--- src/rtl/seq_pattern_gen.sv ---
// Serial pattern generator: loads a pattern of up to WIDTH bits and shifts it out
// MSB (bit in_len) first, repeated in_repeat+1 times, with enable-driven pausing.
module seq_pattern_gen #(
  parameter int WIDTH = 16
) (
  input  logic                       clk,
  input  logic                       rst,
  input  logic                       in_valid,
  output logic                       in_ready,
  input  logic [WIDTH-1:0]           in_pattern,
  input  logic [$clog2(WIDTH)-1:0]   in_len,
  input  logic [3:0]                 in_repeat,
  input  logic                       enable,
  output logic                       out,
  output logic                       out_valid,
  output logic                       busy,
  output logic                       done
);

  localparam int LW = $clog2(WIDTH);

  typedef enum logic [1:0] {
    S_IDLE  = 2'd0,
    S_SHIFT = 2'd1,
    S_DONE  = 2'd2
  } state_t;

  state_t           r_state, w_state_nx;
  logic [WIDTH-1:0] r_pat, w_pat_nx;
  logic [LW-1:0]    r_len, w_len_nx;
  logic [LW-1:0]    r_idx, w_idx_nx;
  logic [3:0]       r_rep, w_rep_nx;
  logic             r_out, w_out_nx;
  logic             r_out_valid, w_out_valid_nx;
  logic             r_done, w_done_nx;
  logic             w_load;
  logic [LW-1:0]    w_idx_dec;

  assign in_ready  = !rst && (r_state != S_SHIFT);
  assign w_load    = in_valid && in_ready;
  assign w_idx_dec = r_idx - LW'(1);

  assign out       = r_out;
  assign out_valid = r_out_valid;
  assign done      = r_done;
  assign busy      = (r_state == S_SHIFT);

  // Next-state and next-output logic; the registered output holds the bit being shown.
  always_comb begin
    w_state_nx     = r_state;
    w_pat_nx       = r_pat;
    w_len_nx       = r_len;
    w_idx_nx       = r_idx;
    w_rep_nx       = r_rep;
    w_out_nx       = 1'b0;
    w_out_valid_nx = 1'b0;
    w_done_nx      = 1'b0;
    case (r_state)
      S_IDLE, S_DONE: begin
        if (w_load) begin
          // The load edge already emits the first bit so it is visible next cycle.
          w_state_nx     = S_SHIFT;
          w_pat_nx       = in_pattern;
          w_len_nx       = in_len;
          w_idx_nx       = in_len;
          w_rep_nx       = in_repeat;
          w_out_nx       = in_pattern[in_len];
          w_out_valid_nx = 1'b1;
        end else begin
          w_state_nx = S_IDLE;
        end
      end
      S_SHIFT: begin
        if (!enable) begin
          w_state_nx = S_SHIFT;
        end else if (r_idx != {LW{1'b0}}) begin
          w_idx_nx       = w_idx_dec;
          w_out_nx       = r_pat[w_idx_dec];
          w_out_valid_nx = 1'b1;
        end else if (r_rep != 4'd0) begin
          w_rep_nx       = r_rep - 4'd1;
          w_idx_nx       = r_len;
          w_out_nx       = r_pat[r_len];
          w_out_valid_nx = 1'b1;
        end else begin
          w_state_nx = S_DONE;
          w_done_nx  = 1'b1;
        end
      end
      default: begin
        w_state_nx = S_IDLE;
      end
    endcase
  end

  // State and datapath registers with synchronous reset.
  always_ff @(posedge clk) begin
    if (rst) begin
      r_state     <= S_IDLE;
      r_pat       <= {WIDTH{1'b0}};
      r_len       <= {LW{1'b0}};
      r_idx       <= {LW{1'b0}};
      r_rep       <= 4'd0;
      r_out       <= 1'b0;
      r_out_valid <= 1'b0;
      r_done      <= 1'b0;
    end else begin
      r_state     <= w_state_nx;
      r_pat       <= w_pat_nx;
      r_len       <= w_len_nx;
      r_idx       <= w_idx_nx;
      r_rep       <= w_rep_nx;
      r_out       <= w_out_nx;
      r_out_valid <= w_out_valid_nx;
      r_done      <= w_done_nx;
    end
  end

endmodule

--- config.mk ---
export PLATFORM = sky130hd
export DESIGN_NAME = seq_pattern_gen
export DESIGN_NICKNAME = d
export VERILOG_FILES = /design/src/rtl/seq_pattern_gen.sv
export SDC_FILE = /design/constraint.sdc
export NUM_CORES = 1
export LEC_CHECK = 0
export BUFFER_PORTS_ARGS = -buffer_cell sky130_fd_sc_hd__buf_2
export CAP_MARGIN = 20
export CELL_PAD_IN_SITES_DETAIL_PLACEMENT = 1
export CELL_PAD_IN_SITES_GLOBAL_PLACEMENT = 2
export CORE_ASPECT_RATIO = 0.7
export CORE_MARGIN = 1
export CORE_UTILIZATION = 32
export CTS_BUF_LIST = sky130_fd_sc_hd__clkbuf_4
export CTS_CLUSTER_DIAMETER = 200
export DETAILED_ROUTE_END_ITERATION = 6
export PLACE_DENSITY_LB_ADDON = 0.1
export SYNTH_ARGS = -nofsm -noshare
export SYNTH_HDL_FRONTEND = slang
export SYNTH_SLANG_ARGS = --single-unit
export TNS_END_PERCENT = 100
--- constraint.sdc ---
create_clock -name clk -period 2 [get_ports clk]
set_input_delay 0.4 -clock clk [delete_from_list [all_inputs] [get_ports clk]]
set_output_delay 0.4 -clock clk [all_outputs]
set_load 0.03 [all_outputs]
==> results.md, run 1 <==
- Max Cap Violations: 0
- Largest net degree at the start of global routing: 41
- Antenna viol nets, final: 0
- Number of synthesized flops with an enable pin: 0
- Synth Area in Compound Gates: 16.6%
- Synth Area in Adders: 1.29%
- Most frequent cells in the layout: dfxtp_1, buf_2, nand2_1
- Crit path buf inv count: 2
- CP delay by family, top: simple AND/OR/NAND/NOR gates
- Flop pwr share: 42.7%
- Non-filler cells in the finished layout: 330
- Syn_nets: 249
- NumNets Final: 284
- Syn avg cell area: 8.87 um2
- Measured slew at the worst slew-check pin: approximately 0.46 ns
- Clock Sinks: 33
- Io pins: 33
- Gate Count Post-Synth: 219
- Slew Limit Fails: 0
- Final wirelength: 5.51 mm
- Post-Route Utilization: 39.9%
- RSZ-0062 raised after global routing: false
- Synth Area in XOR/XNOR: 0.838%
- First DRT Iteration DRCs: 47
- Gate power share: 28.7%
- Worst VDD drop: 0.352 mV
- Max FO, Critical Path: 10
- Most common cell after layout, fill and taps aside: dfxtp_1
- CP Class: reg2reg
- Slew headroom: between 60 and 70%
- CP Cell Sequence: inv_1 > ha_1 > or3b_2 > buf_4 > nor2_4 > a21oi_4 > nand2b_1 > a21oi_1
- Period utilisation layout: approximately 93%
- Post-Syn Area: 1940 um2
- Core Footprint: 5780 um2
- Async set-reset flop share out of synthesis: 0%
- PwrDens: 779 nW/um2
- Tot GR Track Use: 19.3%
- YS warnings: 0
- Startpoint types: flip-flop
- Fin. Hold Viols: 0
- Via count: 1730
- Starting density of the core: ~34%
- First-pass GRT wire length: 9.08 mm
- FP Rows: 23
- Worst-path clk slew: 0.11 ns
- Switching Fraction: 31.6%
- CP peak stage delay: 0.50 ns
- Worst hold path type: in2reg
- Vias in the first global route: around 1700
- Initial antenna violation count: 0
- Crit path DAT: between 2 and 2.5 ns
- RD Place Congestion: about 0.8
- Top_reg_cell synth: dfxtp_1
- Average routed wire per standard cell: 16.7 um
- Pleak: 0.875 nW
- Synth unique cells: 44
- Port bufs: 32
- Slowest-stage cell, CP: or3b_2
- Worst skew pair latency: 0.33 ns
- Placed cells: 321
- Fillers: 698
- Simple-gate share of the synthesized area: 24.0%
- Post-synthesis register bit count: 33
- Fraction of layout cells with a size suffix above 1: 27.5%
- Antenna diodes: 0
- Int Power: 1.23 mW
- Die width: 95.1 um
- Die H: 67.2 um
- FMAX: roughly 540 MHz
- Clk pwr share: 28.5%
- DRC Markers: 0
- Status: complete, no violations
- Clock root cell: clkbuf_4
- Tmin final: 1.86 ns
- Htree depth: 2
- Seq/Total Area, Yosys: around 34%
- Clock skew: 0.0118 ns
- Die ar.: 6390 um2
- CTS max path bufs: 2
- Mux cell area share after synthesis: 17.8%
- CTS tree: done
- Final setup viols: 0
- Via-to-Cell Ratio: 5.24
- Largest family of logic cells by synthesized area: simple AND/OR/NAND/NOR gates
- Hpwl dp: 4.15 mm
- Sw Pwr: between 0.5 and 0.6 mW
- Final Hold Slack: 0.270 ns
- CTS buffer count: 5
- Setup TNS: 0 ns
- CP endpoint kind: flip-flop
- Synth-to-layout area growth: 18.8%
- Global-route congestion overflow total: 0
- Data required, critical path: 2.27 ns
- Pre-Repair DR Iteration Count: 4
worst paths after layout:
kind / from / end / slack, ns / cells past startpoint
worst max-delay path: r_rep[1] / r_idx[0] / 0.14 / 8
worst min-delay path: in_pattern[13] / r_pat[13] / 0.27 / 3
worst max register to register: r_rep[1] / r_idx[0] / 0.14 / 8
worst min register to register: r_rep[1] / r_rep[1] / 0.49 / 2
Yosys cell counts (2+ instances only):
cell type	n	area share, %
nor4_1	2	0.64
clkbuf_1	10	1.9
buf_2	3	0.77
nand2_1	29	5.6
nor3b_2	2	1.3
nand2b_1	22	7.1
o211ai_1	2	0.77
o21ai_0	24	6.2
nor3_1	5	1.3
or3b_2	2	0.90
dfxtp_1	33	34
nor2_1	15	2.9
mux4_2	7	8.1
mux2_2	3	1.7
mux2i_1	5	2.6
mux4_1	4	5.4
ha_1	2	1.3
o2111ai_1	2	0.90
a21oi_1	14	3.6
inv_1	5	0.97
a211oi_1	4	1.5
buf_6	2	1.2
routing by layer:
| layer | share of wire [%] | GRT usage, % | wire length (um) |
|---|---|---|---|
| met1 | 57 | 29.4 | 3120 |
| met2 | 38 | 28.0 | 2090 |
| met3 | 4.5 | 3.83 | 249 |
| met4 | 0.78 | 3.98 | 43 |
| met5 | 0 | 0 | 0 |
registers in the layout (all words and copies together) (netlist names):
register / cells
r_rep: 4
done: 1
out: 1
r_idx: 4
r_state: 2
r_len: 4
out_valid: 1
r_pat: 16
power by group through the flow:
stage | registers, mW | logic (mW) | clock network, mW
global placement | 0.781 | 0.495 | 0
global route | 0.776 | 0.575 | 0.559
CTS | 0.768 | 0.501 | 0.527
finish | 0.768 | 0.516 | 0.513
detailed placement | 0.783 | 0.497 | 0
floorplan | 0.763 | 0.351 | 0
per-stage QoR:
stage          worst slack (ns)  power [mW]  area (um2)
2_1_floorplan            0.0601        1.11        1940
3_3_place_gp              0.133        1.28        2200
3_5_place_dp             0.0737        1.28        2200
4_1_cts                  0.0668        1.80        2280
5_1_grt                 0.00227        1.91        2310
6_report                  0.143        1.80        2310
worst register-to-register path: stages (launching register included):
cell,delay [ns]
dfxtp_1,0.34
inv_1,0.05
ha_1,0.17
or3b_2,0.50
buf_4,0.18
nor2_4,0.11
a21oi_4,0.12
nand2b_1,0.17
a21oi_1,0.14
logic make-up after synthesis:
| group | count (synthesis) |
|---|---|
| flip-flops | 33 |
| multiplexers | 19 |
| adder cells (fa/ha/maj) | 2 |
| AO/OA/AOI/OAI | 54 |
| XOR/XNOR | 1 |
| AND/OR/NAND/NOR | 88 |
| buffers and inverters | 22 |
timing repair:
action	in CTS	in global routing
setup buffers	0	1
endpoints found under the setup margin	0	6
resized for setup	0	2
hold buffers	0	0
cell type report:
cell class	count	area [um2]	area share (%)
Multi-Input combinational cell	164	1200	52.1
Tap cell	75	93.8	4.07
Clock inverter	2	33.8	1.46
Clock buffer	6	45.0	1.95
Sequential cell	33	661	28.6
Inverter	6	22.5	0.976
Timing Repair Buffer	44	250	10.8
Note: power is estimated with default switching activity, not from simulation.
==> run 2, diff against run 1 <==
--- a/config.mk
+++ b/config.mk
@@ -16,6 +16,7 @@
 export CTS_CLUSTER_DIAMETER = 200
 export DETAILED_ROUTE_END_ITERATION = 6
 export PLACE_DENSITY_LB_ADDON = 0.1
+export SLEW_MARGIN = 20
 export SYNTH_ARGS = -nofsm -noshare
 export SYNTH_HDL_FRONTEND = slang
 export SYNTH_SLANG_ARGS = --single-unit
==> constraint.sdc (replaced) <==
create_clock -name clk -period 2 [get_ports clk]
set_input_delay 0.4 -clock clk [delete_from_list [all_inputs] [get_ports clk]]
set_output_delay 0.4 -clock clk [all_outputs]
set_load 0.02 [all_outputs]
==> results.md, run 2 (synthesis results as in run 1) <==
- Core Footprint: 5780 um2 (unchanged)
- Clock skew: 0.00844 ns (-0.00336 ns)
- Placed cells: 323 (+0.62%)
- Clock root cell: clkbuf_4
- Most common cell after layout, fill and taps aside: dfxtp_1
- NumNets Final: 285 (+0.35%)
- Levels on crit path: 8 (unchanged)
- Slew Limit Fails: 0 (unchanged)
- Setup TNS: 0 ns (unchanged)
- Io pins: 33 (unchanged)
- Die width: 95.1 um (unchanged)
- Final Hold Slack: 0.266 ns (-0.00442 ns)
- Synth-to-layout area growth: 17.8%
- DRC Markers: 0 (unchanged)
- Via-to-Cell Ratio: 5.19 (-0.99%)
- R2R cell count: 8 (unchanged)
- CP Class: reg2reg
- Slew headroom: 74.7% (+5.6 points)
- Global-route congestion overflow total: 0 (unchanged)
- Status: complete, no violations
- RR Startpoint: r_rep[0]
- Initial antenna violation count: 0 (unchanged)
- Worst-path clk slew: 0.11 ns (about the same)
- Crit path buf inv count: 2 (unchanged)
- Worst skew pair latency: 0.34 ns (about the same)
- CP peak stage delay: 0.48 ns (-0.02 ns)
- Startpoint types: flip-flop
- Largest register FFs: 16 (unchanged)
- Final setup viols: 0 (unchanged)
- Starting density of the core: 33.6% (unchanged)
- Tmin final: 1.84 ns (-0.0195 ns)
- Vias in the first global route: 1683 (-1.6%)
- Die ar.: 6390 um2 (unchanged)
- Worst setup path startpoint: r_rep[0]
- Period utilisation layout: 91.9% (-0.97 points)
- Placement Cell Area: 2220 um2 (+0.68%)
- Antenna diodes: 0 (unchanged)
- CTS tree: done
- CTS buffer count: 5 (unchanged)
- Worst hold path type: in2reg
- Fin. Hold Viols: 0 (unchanged)
- Measured slew at the worst slew-check pin: 0.374 ns (-0.0834 ns)
- First DRT Iteration DRCs: 49 (+4.3%)
- Largest net degree at the start of global routing: 39 (-4.9%)
- CP endpoint: r_idx[0]
- CP Cell Sequence: inv_1 > ha_1 > or3b_2 > buf_4 > nor2_4 > a21oi_4 > nand2b_1 > a21oi_1
- Pleak: 0.865 nW (-1.1%)
- First-pass GRT wire length: 9.25 mm (+1.8%)
- FMAX: 544 MHz (+1.1%)
- Hpwl dp: 4.25 mm (+2.3%)
- Average routed wire per standard cell: 16.6 um (-0.41%)
- CP delay by family, top: simple AND/OR/NAND/NOR gates
- R2R Setup Slk: 0.16 ns (+0.02 ns)
- Grt met3 use: 4.28% (+0.45 points)
- M2 GR Usage: 25.9% (-2.1 points)
- Met1 Use GR: 31.0% (+1.7 points)
- Clock Sinks: 33 (unchanged)
- Tot GR Track Use: 19.7% (+0.33 points)
- Final wirelength: 5.50 mm (-0.11%)
- Antenna viol nets, final: 0 (unchanged)
- Port bufs: 32 (unchanged)
- Htree depth: 2 (unchanged)
- CTS max path bufs: 2 (unchanged)
- Crit path DAT: 2.12 ns (about the same)
- FP Rows: 23 (unchanged)
- PwrDens: 720 nW/um2 (-7.6%)
- RSZ-0062 raised after global routing: false
- Max Cap Violations: 0 (unchanged)
- RD Place Congestion: 0.782 (-0.27%)
- Die H: 67.2 um (unchanged)
- Pre-Repair DR Iteration Count: 4 (unchanged)
- Worst VDD drop: 0.311 mV (-12%)
- Most Used Layer, Global Route: met1
- R2R Path End: r_idx[0]
- Reg with most FFs: r_pat
- Max FO, Critical Path: 10 (unchanged)
- Via count: 1718 (-0.69%)
- Finished Cell Area: 2290 um2 (-0.81%)
- Most frequent cells in the layout: dfxtp_1, buf_2, nand2_1
- Slowest-stage cell, CP: or3b_2
- Non-filler cells in the finished layout: 331 (+0.30%)
- Fraction of layout cells with a size suffix above 1: 27.7% (+0.28 points)
- Data required, critical path: 2.28 ns (about the same)
- CP endpoint kind: flip-flop
[run 2: per-stage QoR]
step                worst slack [ns]  utilization (%)  power [mW]
floorplan                     0.0601                -        1.11
global placement               0.127             38.3        1.27
detailed placement            0.0505             38.3        1.28
CTS                           0.0927             39.2        1.65
global route                 0.00806             39.6        1.78
finish                         0.162             39.6        1.65
[run 2: worst reg2reg max path: cells and delay by family (launching register included)]
kind | cells | cell delay, ns
AO/OA/AOI/OAI | 2 | 0.24
buffers and inverters | 2 | 0.24
adder cells (fa/ha/maj) | 1 | 0.17
AND/OR/NAND/NOR | 3 | 0.75
flip-flops | 1 | 0.37
[run 2: timing repair]
action                                  CTS  global route
resized for setup                         0             3
buffers inserted                          0             0
hold buffers                              0             0
hold endpoints to repair                  0             0
endpoints found under the setup margin    0             5
[run 2: cell type report]
type	count	area, um2
clock buffers	5	37.5
clock inverters	3	12.5
fillers	696	3500
inverters	6	22.5
multi-input cells	164	1200
flip-flops and latches	33	661
well taps	75	93.8
repair buffers	45	258
[run 2: how the worst min path moves through the flow]
stage                           end  slack, ns  cells after the start      startpoint
after detailed placement   r_rep[1]       0.48                      2        r_rep[1]
after floorplan            r_rep[1]       0.44                      2        r_rep[1]
after CTS                 r_pat[10]       0.26                      3  in_pattern[10]
after global routing       r_pat[8]       0.26                      3   in_pattern[8]
after global placement     r_rep[1]       0.48                      2        r_rep[1]
final                     r_pat[10]       0.27                      3  in_pattern[10]
[run 2: per-layer routing]
metal | share of wire, % | up-vias | routed length (um)
met5 | 0 | - | 0
met2 | 38 | 35 | 2070
met3 | 3.7 | 7 | 202
met1 | 58 | 823 | 3170
li1 | - | 853 | -
met4 | 1.1 | 0 | 60
[run 2: report_power, final]
group	internal, mW	leakage, nW	switching, mW
clock	0.127	0.0300	0.242
sequential	0.711	0.272	0.0588
combinational	0.248	0.564	0.260
==> run 3, diff against run 2 <==
--- a/config.mk
+++ b/config.mk
@@ -7,7 +7,7 @@
 export LEC_CHECK = 0
 export BUFFER_PORTS_ARGS = -buffer_cell sky130_fd_sc_hd__buf_2
 export CAP_MARGIN = 20
-export CELL_PAD_IN_SITES_DETAIL_PLACEMENT = 1
+export CELL_PAD_IN_SITES_DETAIL_PLACEMENT = 0
 export CELL_PAD_IN_SITES_GLOBAL_PLACEMENT = 2
 export CORE_ASPECT_RATIO = 0.7
 export CORE_MARGIN = 1
@@ -15,6 +15,7 @@
 export CTS_BUF_LIST = sky130_fd_sc_hd__clkbuf_4
 export CTS_CLUSTER_DIAMETER = 200
 export DETAILED_ROUTE_END_ITERATION = 6
+export GPL_TIMING_DRIVEN = 0
 export PLACE_DENSITY_LB_ADDON = 0.1
 export SLEW_MARGIN = 20
 export SYNTH_ARGS = -nofsm -noshare
==> constraint.sdc (replaced) <==
create_clock -name clk -period 2 [get_ports clk]
set_input_delay 0.2 -clock clk [delete_from_list [all_inputs] [get_ports clk]]
set_output_delay 0.2 -clock clk [all_outputs]
set_load 0.02 [all_outputs]
==> results.md, run 3 (synthesis results as in run 1) <==
- CTS tree: done
- Clock skew: 0.00695 ns (-0.00149 ns)
- Die ar.: 6390 um2 (unchanged)
- Port bufs: 30 (-6.3%)
- Fin. Hold Viols: 0 (unchanged)
- Final WS setup: 0.0846 ns (-0.0776 ns)
- Clock Sinks: 33 (unchanged)
- Die width: 95.1 um (unchanged)
- Synth-to-layout area growth: 16.6%
- CTS max path bufs: 2 (unchanged)
- RSZ-0062 raised after global routing: true
- Final wirelength: 5.35 mm (-2.7%)
- Starting density of the core: 33.6% (unchanged)
- PwrDens: 721 nW/um2 (+0.12%)
- Max Cap Violations: 0 (unchanged)
- Slew Limit Fails: 0 (unchanged)
- Htree depth: 2 (unchanged)
- Via count: 1697 (-1.2%)
- Tmin final: 1.92 ns (+0.0776 ns)
- Vias in the first global route: 1589 (-5.6%)
- Io pins: 33 (unchanged)
- Antenna diodes: 0 (unchanged)
- CP endpoint kind: flip-flop
- Pleak: 0.835 nW (-3.5%)
- Die H: 67.2 um (unchanged)
- Fraction of layout cells with a size suffix above 1: 25.3% (-2.4 points)
- Sw Pwr: 0.565 mW (+0.82%)
- Clock root cell: clkbuf_4
- Worst VDD drop: 0.318 mV (+2.3%)
- FP Rows: 23 (unchanged)
- Largest register FFs: 16 (unchanged)
- NumNets Final: 287 (+0.70%)
- Switching Fraction: 34.6% (+0.60 points)
- First DRT Iteration DRCs: 79 (+61%)
- CTS buffer count: 5 (unchanged)
- CP most frequent cell: o2111ai_1
- Largest net degree at the start of global routing: 12 (-69%)
- Hold buffers post-CTS: 0 (unchanged)
- Flop pwr share: 46.2% (-0.6 points)
- Core Footprint: 5780 um2 (unchanged)
- Setup TNS: 0 ns (unchanged)
- Period utilisation layout: 95.8% (+3.9 points)
- Clk pwr share: 22.8% (+0.4 points)
- Most frequent cells in the layout: buf_2, dfxtp_1, nand2_1
- Pre-Repair DR Iteration Count: 4 (unchanged)
- Gate power share: 31.0% (+0.2 points)
- RD Place Congestion: 0.743 (-5.0%)
- Slew headroom: 54.9% (-20 points)
- Crit path DAT: 2.17 ns (+0.05 ns)
- Startpoint types: flip-flop
- Tot GR Track Use: 18.6% (-1.0 points)
- Data required, critical path: 2.26 ns (-0.02 ns)
- Average routed wire per standard cell: 16.1 um (-3.0%)
- Global-route congestion overflow total: 0 (unchanged)
- CP Class: reg2reg
- Measured slew at the worst slew-check pin: 0.674 ns (+0.300 ns)
- Hpwl dp: 3.97 mm (-6.5%)
- FMAX: 522 MHz (-4.1%)
- First-pass GRT wire length: 8.76 mm (-5.2%)
- Reg with most FFs: r_pat
- Place WS: -0.294 ns (-0.344 ns)
- Initial antenna violation count: 0 (unchanged)
- Worst-path clk slew: 0.11 ns (about the same)
- Worst skew pair latency: 0.33 ns (about the same)
- Final setup viols: 0 (unchanged)
- CP Cell Sequence: inv_1 > ha_2 > xnor2_2 > mux4_2 > o2111ai_1 > o2111ai_1 > o21ai_1
- Worst hold path type: in2reg
- Status: complete, no violations
- Antenna viol nets, final: 0 (unchanged)
- Via-to-Cell Ratio: 5.11 (-1.5%)
- CP peak stage delay: 0.52 ns (+0.04 ns)
- Most common cell after layout, fill and taps aside: buf_2
- DRC Markers: 0 (unchanged)
- Slowest-stage cell, CP: mux4_2
- Max FO, Critical Path: 7 (-3)
- Int Power: 1.07 mW (-1.8%)
==> run 3: metal layers <==
layer / global-route usage (%) / share of wire [%] / up-vias
met4: 3.60 / 0.54 / 0
met5: 0 / 0 / -
li1: - / - / 855
met1: 29.8 / 58 / 807
met2: 24.7 / 38 / 33
met3: 4.17 / 3.7 / 2
==> run 3: through the flow <==
stage               power (mW)  util (%)  hold WS (ns)  cells  area, um2
CTS                       1.63      38.8        0.0623    332       2240
global route              1.74      39.2        0.0635    332       2260
global placement          1.25      37.8         0.410    324       2190
finish                    1.63      39.2        0.0703    332       2260
floorplan                 1.11         -         0.309    219       1940
detailed placement        1.25      37.8         0.416    324       2190
==> run 3: area by class of cell <==
| class | instances | area, um2 |
|---|---|---|
| clock buffer | 5 | 37.5 |
| buffer | 15 | 71.3 |
| tap | 75 | 93.8 |
| sequential | 33 | 666 |
| timing repair buffer | 32 | 165 |
| clock inverter | 2 | 11.3 |
| fill | 630 | 3520 |
| inverter | 6 | 22.5 |
| multi-input combinational | 164 | 1200 |
==> run 3: path summary, 6_finish.rpt <==
| check | from | endpoint | slack, ns | cells after the start |
|---|---|---|---|---|
| min reg2reg | r_rep[1] | r_rep[1] | 0.48 | 2 |
| max | r_idx[1] | out | 0.08 | 7 |
| max reg2reg | r_idx[1] | out | 0.08 | 7 |
| min | in_pattern[10] | r_pat[10] | 0.07 | 3 |
==> run 3: what timing repair did <==
action / CTS / global route
endpoints found under the setup margin: 11 / 9
setup buffers: 2 / 0
resized for setup: 3 / 3
pin swaps: 2 / 1
==> run 3: power by group through the flow <==
stage	Combinational (mW)	Clock [mW]	Sequential (mW)
6_report	0.505	0.373	0.754
5_1_grt	0.560	0.416	0.763
4_1_cts	0.496	0.380	0.753
3_5_place_dp	0.481	0	0.770
3_3_place_gp	0.485	0	0.770
2_1_floorplan	0.348	0	0.760
==> run 3: critical path: cells and delay by family (launching register included) <==
family	cells	cell delay, ns
muxes	1	0.52
xor gates and xnor gates	1	0.25
AOI/OAI and AO/OA	3	0.40
buffers and inverters	1	0.06
DFF	1	0.39
adders and majority gates	1	0.22
